**config.mk**
```make
export PLATFORM = sky130hd
export DESIGN_NAME = branch_resolve_ctrl
export DESIGN_NICKNAME = d
export VERILOG_FILES = /design/src/rtl/branch_resolve_ctrl.sv
export SDC_FILE = /design/constraint.sdc
export NUM_CORES = 1
export LEC_CHECK = 0
export ABC_CLOCK_PERIOD_IN_PS = 2300
export CORE_MARGIN = 10
export CORE_UTILIZATION = 24
export DETAILED_ROUTE_END_ITERATION = 10
export GPL_TIMING_DRIVEN = 0
export PLACE_DENSITY_LB_ADDON = 0.15
export SYNTH_ARGS = -nofsm -noshare
export SYNTH_HDL_FRONTEND = slang
export SYNTH_SLANG_ARGS = --single-unit
export TNS_END_PERCENT = 100
```
**constraint.sdc**
```tcl
create_clock -name clk -period 2.3 [get_ports clk]
set_input_delay 0.46 -clock clk [delete_from_list [all_inputs] [get_ports clk]]
set_output_delay 0.46 -clock clk [all_outputs]
set_load 0.05 [all_outputs]
```
**src/rtl/branch_resolve_ctrl.sv**
```systemverilog
// branch_resolve_ctrl: ID-stage branch hazard / resolve controller.
// Branches are resolved in ID against a 32-bit comparator. A branch waits
// (stalls) until its source operands are available in the regfile or on
// the MEM-stage ALU-result forwarding path, then redirects the PC when
// cmp_taken is set.
// Optional feature: define BRANCH_STATS_EN to build the br_total/br_taken
// saturating statistics counters. Otherwise both ports are tied to 0.
module branch_resolve_ctrl (
  input  logic        clk,
  input  logic        rst,
  input  logic        id_valid,
  input  logic [5:0]  id_opcode,
  input  logic [4:0]  id_rs,
  input  logic [4:0]  id_rt,
  input  logic        ex_regwrite,
  input  logic        ex_memread,
  input  logic [4:0]  ex_rd,
  input  logic        mem_regwrite,
  input  logic        mem_memread,
  input  logic [4:0]  mem_rd,
  input  logic        cmp_taken,
  input  logic        ext_flush,
  output logic        stall,
  output logic [1:0]  fwd_a_sel,
  output logic [1:0]  fwd_b_sel,
  output logic        pc_sel_branch,
  output logic        flush_if_id,
  output logic [15:0] br_total,
  output logic [15:0] br_taken
);

  typedef enum logic {IDLE = 1'b0, WAIT = 1'b1} state_t;

  state_t     r_state;
  logic [1:0] r_cnt;

  state_t     w_state_n;
  logic [1:0] w_cnt_n;
  logic       w_stall;
  logic       w_resolve;
  logic       w_is_br;
  logic       w_rs_ex, w_rt_ex, w_rs_mem, w_rt_mem;
  logic       w_ex_hit, w_mem_hit;
  logic [1:0] w_s;

  // Branch decode and producer matching; r0 is hardwired zero and never hazards.
  assign w_is_br   = id_valid && (id_opcode >= 6'h06) && (id_opcode <= 6'h0B);
  assign w_rs_ex   = (id_rs != 5'd0) && (id_rs == ex_rd);
  assign w_rt_ex   = (id_rt != 5'd0) && (id_rt == ex_rd);
  assign w_rs_mem  = (id_rs != 5'd0) && (id_rs == mem_rd);
  assign w_rt_mem  = (id_rt != 5'd0) && (id_rt == mem_rd);
  assign w_ex_hit  = w_rs_ex || w_rt_ex;
  assign w_mem_hit = w_rs_mem || w_rt_mem;

  // Stall count: a load in EX needs two bubbles, an ALU op in EX or a load
  // in MEM needs one (its result then reaches the MEM ALU-result path / WB).
  assign w_s = (ex_memread && w_ex_hit)                                  ? 2'd2 :
               ((ex_regwrite && w_ex_hit) || (mem_memread && w_mem_hit)) ? 2'd1 :
                                                                           2'd0;

  // State and wait counter; reset and external flush both drop back to IDLE.
  always_ff @(posedge clk) begin
    if (rst) begin
      r_state <= IDLE;
      r_cnt   <= 2'd0;
    end else begin
      r_state <= w_state_n;
      r_cnt   <= w_cnt_n;
    end
  end

  // Next-state and Mealy stall/resolve decisions.
  always_comb begin
    w_state_n = r_state;
    w_cnt_n   = r_cnt;
    w_stall   = 1'b0;
    w_resolve = 1'b0;
    if (rst) begin
      w_state_n = IDLE;
      w_cnt_n   = 2'd0;
    end else if (ext_flush) begin
      w_state_n = IDLE;
      w_cnt_n   = 2'd0;
    end else begin
      case (r_state)
        IDLE: begin
          if (w_is_br) begin
            if (w_s == 2'd0) begin
              w_resolve = 1'b1;
            end else begin
              w_stall   = 1'b1;
              w_cnt_n   = w_s - 2'd1;
              // S=1 stays in IDLE and simply re-evaluates next cycle
              w_state_n = (w_s == 2'd2) ? WAIT : IDLE;
            end
          end
        end
        WAIT: begin
          // Counter runs blind here: ID/EX/MEM inputs are ignored until it expires
          w_stall = 1'b1;
          if (r_cnt <= 2'd1) begin
            w_cnt_n   = 2'd0;
            w_state_n = IDLE;
          end else begin
            w_cnt_n = r_cnt - 2'd1;
          end
        end
        default: begin
          w_state_n = IDLE;
          w_cnt_n   = 2'd0;
        end
      endcase
    end
  end

  assign stall         = w_stall;
  assign pc_sel_branch = w_resolve && cmp_taken;
  assign flush_if_id   = w_resolve && cmp_taken;
  // Only a non-load MEM producer has its result on the ALU-result path.
  assign fwd_a_sel = (w_resolve && mem_regwrite && !mem_memread && w_rs_mem) ? 2'b01 : 2'b00;
  assign fwd_b_sel = (w_resolve && mem_regwrite && !mem_memread && w_rt_mem) ? 2'b01 : 2'b00;

`ifdef BRANCH_STATS_EN
  logic [15:0] r_total;
  logic [15:0] r_taken;

  // Saturating resolve / taken statistics.
  always_ff @(posedge clk) begin
    if (rst) begin
      r_total <= 16'd0;
      r_taken <= 16'd0;
    end else if (w_resolve) begin
      if (r_total != 16'hFFFF) r_total <= r_total + 16'd1;
      if (cmp_taken && (r_taken != 16'hFFFF)) r_taken <= r_taken + 16'd1;
    end
  end

  assign br_total = r_total;
  assign br_taken = r_taken;
`else
  assign br_total = 16'd0;
  assign br_taken = 16'd0;
`endif

endmodule

```
==> run metrics, run 1 <==
wirelength, routed=2561 µm; clk root buf=clkbuf_4; Chip Height=75.23 µm; Skew-Pair Late Insertion Delay=240 ps; fin crit period=2479 ps; antenna violations before repair=0; largest net degree at the start of global routing=8; Post-Syn Instances=95; register area=60.06 µm²; Finish-stage setup viols=5; Design Area, Final=0.001445 mm²; Worst Path Arrival=2020 ps; routed via count=807; Crit Path Max Fanout=2; gr usage total=8.349%; outcome=complete, but fails checks; area occupied by multi-input gates=619.3 µm²; most frequent cells in the layout=buf_4 (42), conb_1 (34), clkdlybuf4s50_1 (10), xnor2_1 (9); Setup WS post-layout=-178.5 ps; RSZ-0062 raised after global routing=yes; hold buffers post-CTS=0; WHS Path Cells=2; R2R depth=4; # IOs=74; Synth Area per Inst=7.705 µm²; fillers=281; Core Box Area=0.002829 mm²; Synth Cell Area=732.0 µm²; DPL Wire Length=2235 µm; Clock Tree Buf Depth=2; worst r2r src=r_state; Hold Crit Start=r_cnt[0]; diode count=0; CP required=1840 ps; failing checks=setup timing; Worst Hold Class=reg -> reg; vias in the first global route=869; Post-DRT Antenna Nets=0; die area=0.005659 mm²; DR vias/cell=3.861; 1st-iter DRT viols=17; clock slew at reported path FFs=40 ps; Placement Setup Slack=-1276 ps; CTS buffer count=3; Area Overhead vs Synth=97.44%; total gr overflow=0; Setup crit start=mem_rd[0]; synthesized flop and latch total=3; dpl cell area=0.001284 mm²; Leak Pwr=0.7167 nW; first-pass GRT wire length=3705 µm; # rows=19; FMAX=403.5 MHz; CTS sink count=3; Power Dens Cells=307.6 mW/mm²; final net count=214; final hold vios=0; critical path class=in -> out; synth warn=0; count of pins over their slew limit=0; TritonRoute pass-1 iters=2; Worst setup EP type=output pin; residual DRC count=0; register area share after synthesis=8.205%; htree depth=1; Worst VDD drop=0.1377 mV; Worst setup SP type=input pin; Distinct cells, synth=23; Chip Width=75.23 µm; Initial Util=25.87%; leading cell type in the layout, fill and taps excluded=buf_4; final hold slack=488.5 ps; wire per inst=12.25 µm; fraction of layout cells with a size suffix above 1=47.75%; Max-Cap Viols=0; RD Place Congestion=0.7305; PortBufs=38; Clock Skew=3.472 ps; crit share post-route=107.8%; CTS tree=built
[worst max-delay path, cell delays in order]
cell and delay (ps):
clkdlybuf4s15_2 200, xor2_1 140, or4_4 510, a21bo_1 230, a21oi_2 180, o21a_2 150, buf_8 140
[cell families (layout without fill, tap and decap cells)]
kind of cell / count (synthesis) / count (layout) / share of synthesized area (%)
AO/OA/AOI/OAI: 8 / 8 / 9.059
XOR/XNOR: 20 / 20 / 23.93
buffers and inverters: 36 / 86 / 36.41
flip-flops: 3 / 3 / 8.205
other: 1 / 34 / 0.5123
AND/OR/NAND/NOR: 27 / 27 / 21.88
[timing repair]
item,in CTS,in global routing
gates resized for setup,132,2
endpoints found under the setup margin,5,5
buffers inserted,5,3
pin swaps,22,12
cloned,0,0
[cell usage after synthesis]
cell      number  share of area, %
nor2_1         6               3.1
nand4_1        1              0.86
buf_4         35                36
nand3b_1       2               2.1
xnor2_1       12                14
nand3_1        6               4.1
dfxtp_1        3               8.2
o22ai_2        1               1.7
nand2_1        2               1.0
or4_1          3               3.1
nor4_1         3               2.6
o21a_1         1               1.0
xor2_1         8               9.6
nand4b_1       2               2.4
o21ai_1        1              0.68
a21oi_2        1               1.2
conb_1         1              0.51
a21bo_1        1               1.4
or4_4          1               1.5
o211ai_1       2               2.1
o31ai_1        1               1.0
and4_1         1               1.2
inv_1          1              0.51
[final timing paths]
| path | endpoint | slack (ps) |
|---|---|---|
| max reg2reg | r_cnt[0] | 1120 |
| min reg2reg | r_cnt[1] | 490 |
| min | r_cnt[1] | 490 |
| max | stall | -180 |
[per-stage QoR]
step | util [%] | instances | setup TNS, ps | power [mW]
finish | 51.08 | 209 | -622.1 | 0.4446
global route | 51.08 | 209 | -1013 | 0.4718
CTS | 50.33 | 206 | -763.2 | 0.4419
detailed placement | 45.38 | 197 | -6328 | 0.3357
global placement | 45.38 | 197 | -6199 | 0.3338
floorplan | - | 128 | -238.6 | 0.2595
[final cells by class]
cell class                      count  share of cell area [%]
Clock buffer                        4                   1.818
Inverter                            1                  0.2597
Sequential cell                     3                   4.156
Tap cell                           31                   2.684
Timing Repair Buffer               46                   29.78
Multi-Input combinational cell     89                   42.86
Buffer                             35                   18.44
[flip-flops by register name, indices dropped and copies added, names as in the netlist]
register  cells
r_state       1
r_cnt         2
[where the power goes]
part	switching (mW)	internal (mW)	leakage [nW]
logic	0.181	0.117	0.678
clock network	0.0296	0.0652	0.0150
registers	0.0000347	0.0523	0.0241
total	0.210	0.234	0.717
[layer usage]
metal	share of wire [%]	vias up	GRT usage, %
li1	-	423	-
met1	33	336	7.435
met2	52	44	15.14
met3	14	4	6.307
met4	1.1	0	1.237
met5	0	-	0
No activity file was read; power rests on OpenSTA's default activity.
==> inputs of run 2 (changes only) <==
CAP_MARGIN = 20   (was default)
TNS_END_PERCENT = 10   (was 100)
==> run metrics, run 2 (synthesis gave the netlist of run 1 again) <==
outcome=complete, but fails checks; failing checks=setup timing; number of flip-flops in the largest register=2; diode count=0; fillers=255; wirelength, routed=2620 µm; Initial Util=25.87%; Leak Pwr=0.7671 nW; Chip Width=75.23 µm; Worst setup EP type=output pin; Clock Skew=3.817 ps; RR Endpoint=r_cnt[0]; Worst setup SP type=input pin; Worst VDD drop=0.1183 mV; Hold Crit Start=r_cnt[0]; CP Cell Sequence=buf_8 -> buf_4 -> xor2_1 -> or4_4 -> a21bo_1 -> a21oi_2 -> o21a_1 -> buf_6; Crit Path Max Fanout=3; Max-Cap Viols=0; clk root buf=clkbuf_4; Skew-Pair Late Insertion Delay=230 ps; Placement Setup Slack=-1292 ps; Setup WS post-layout=-160.4 ps; Finish-stage setup viols=5; buffer and inverter count on the worst path=3; largest net degree at the start of global routing=8; top flop regs=r_cnt x2, r_state x1; WL met3=352 µm; RSZ-0062 raised after global routing=yes; Largest Register=r_cnt; Hold EP=r_cnt[1]; DR vias/cell=3.757; Chip Height=75.23 µm; WL met2=1322 µm; CTS tree=built; crit share post-route=107.0%; Power Dens Cells=295.4 mW/mm²; clock slew at reported path FFs=40 ps; residual DRC count=0; # rows=19; Post-DRT Antenna Nets=0; wl on met1=929 µm; worst r2r src=r_state; gr usage total=9.103%; final hold vios=0; CTS buffer count=3; slowest CP cell=or4_4; fin crit period=2460 ps; final net count=219; routed via count=804; die area=0.005659 mm²; Worst Hold Class=reg -> reg; R2R depth=5; Clock Tree Buf Depth=2; CTS sink count=3; reg2reg setup slack=1050 ps; slowest stage delay, CP=480 ps; fraction of layout cells with a size suffix above 1=50.82%; Cells after DPL=197; htree depth=1; count of pins over their slew limit=0; PortBufs=38; top layer in use=met4; most frequent cells in the layout=buf_4 (48), conb_1 (34), buf_6 (14), clkdlybuf4s50_1 (11), xor2_1 (8); first-pass GRT wire length=3995 µm; area occupied by multi-input gates=663.1 µm²; CP required=1840 ps; Final Util=54.49%; Worst Path Arrival=2000 ps; Layout Cells excl Fill=214; 1st-iter DRT viols=12; total gr overflow=0; TritonRoute pass-1 iters=4; RD Place Congestion=0.7076; Fin Setup TNS=-599.0 ps; WHS Path Cells=2; leading cell type in the layout, fill and taps excluded=buf_4; vias in the first global route=847; FMAX=406.4 MHz; critical path class=in -> out; Area Overhead vs Synth=110.6%; final hold slack=493.1 ps; DPL Wire Length=2211 µm; register area=60.06 µm²; Core Box Area=0.002829 mm²; antenna violations before repair=0; wire per inst=12.24 µm; Worst path top cell family by delay=compound AO/OA/AOI/OAI gates; # IOs=74
==> run 2: cell types whose count changed in the layout (fill, tap and decap cells not counted), sizes merged <==
cell	before	now
clkdlybuf4s15	1	0
dlygate4sd2	8	7
clkdlybuf4s50	10	11
buf	61	67
==> run 2: metrics by stage <==
step	total power [mW]	area, µm²
floorplan	0.2594	863.3
global placement	0.3338	1282
detailed placement	0.3351	1282
CTS	0.4459	1469
global route	0.4861	1541
finish	0.4554	1541
==> run 2: worst min-delay path, stage by stage, from the launching register on <==
cell     delay, ps
dfxtp_1        310
nand4_1         80
o31ai_2         60
==> run 2: what timing repair did <==
| action | CTS | global route |
|---|---|---|
| gates resized for setup | 128 | 17 |
| hold buffers | 0 | 0 |
| pin swaps | 26 | 17 |
| setup buffers | 10 | 3 |
| endpoints found under the setup margin | 5 | 7 |
==> run 2: where the power goes <==
| group | switching, mW | total, mW | internal, mW | leakage [nW] |
|---|---|---|---|---|
| Sequential | 0.0000342 | 0.0524 | 0.0523 | 0.0241 |
| Clock | 0.0269 | 0.0919 | 0.0650 | 0.0150 |
| Combinational | 0.186 | 0.311 | 0.125 | 0.728 |
| Total | 0.213 | 0.455 | 0.242 | 0.767 |
==> run 2: how the worst max path moves through the flow <==
stage | endpoint | startpoint | depth (start not counted)
after floorplan | fwd_a_sel[0] | id_rt[0] | 6
after global placement | stall | id_rt[3] | 8
after detailed placement | stall | id_rt[3] | 8
after CTS | stall | mem_rd[2] | 8
after global routing | fwd_a_sel[0] | id_opcode[1] | 8
final | stall | id_rt[3] | 8
==> run 2: cell type report <==
type,count,area share (%)
multi-input cells,89,43.02
repair buffers,51,31.57
plain buffers,35,17.05
flip-flops and latches,3,3.896
well taps,31,2.516
clock buffers,4,1.705
inverters,1,0.2435
==> run 2: per-layer routing <==
layer | track usage, % | up-vias
met4 | 1.237 | 0
li1 | - | 436
met1 | 8.718 | 324
met3 | 6.570 | 2
met5 | 0 | -
met2 | 16.00 | 42
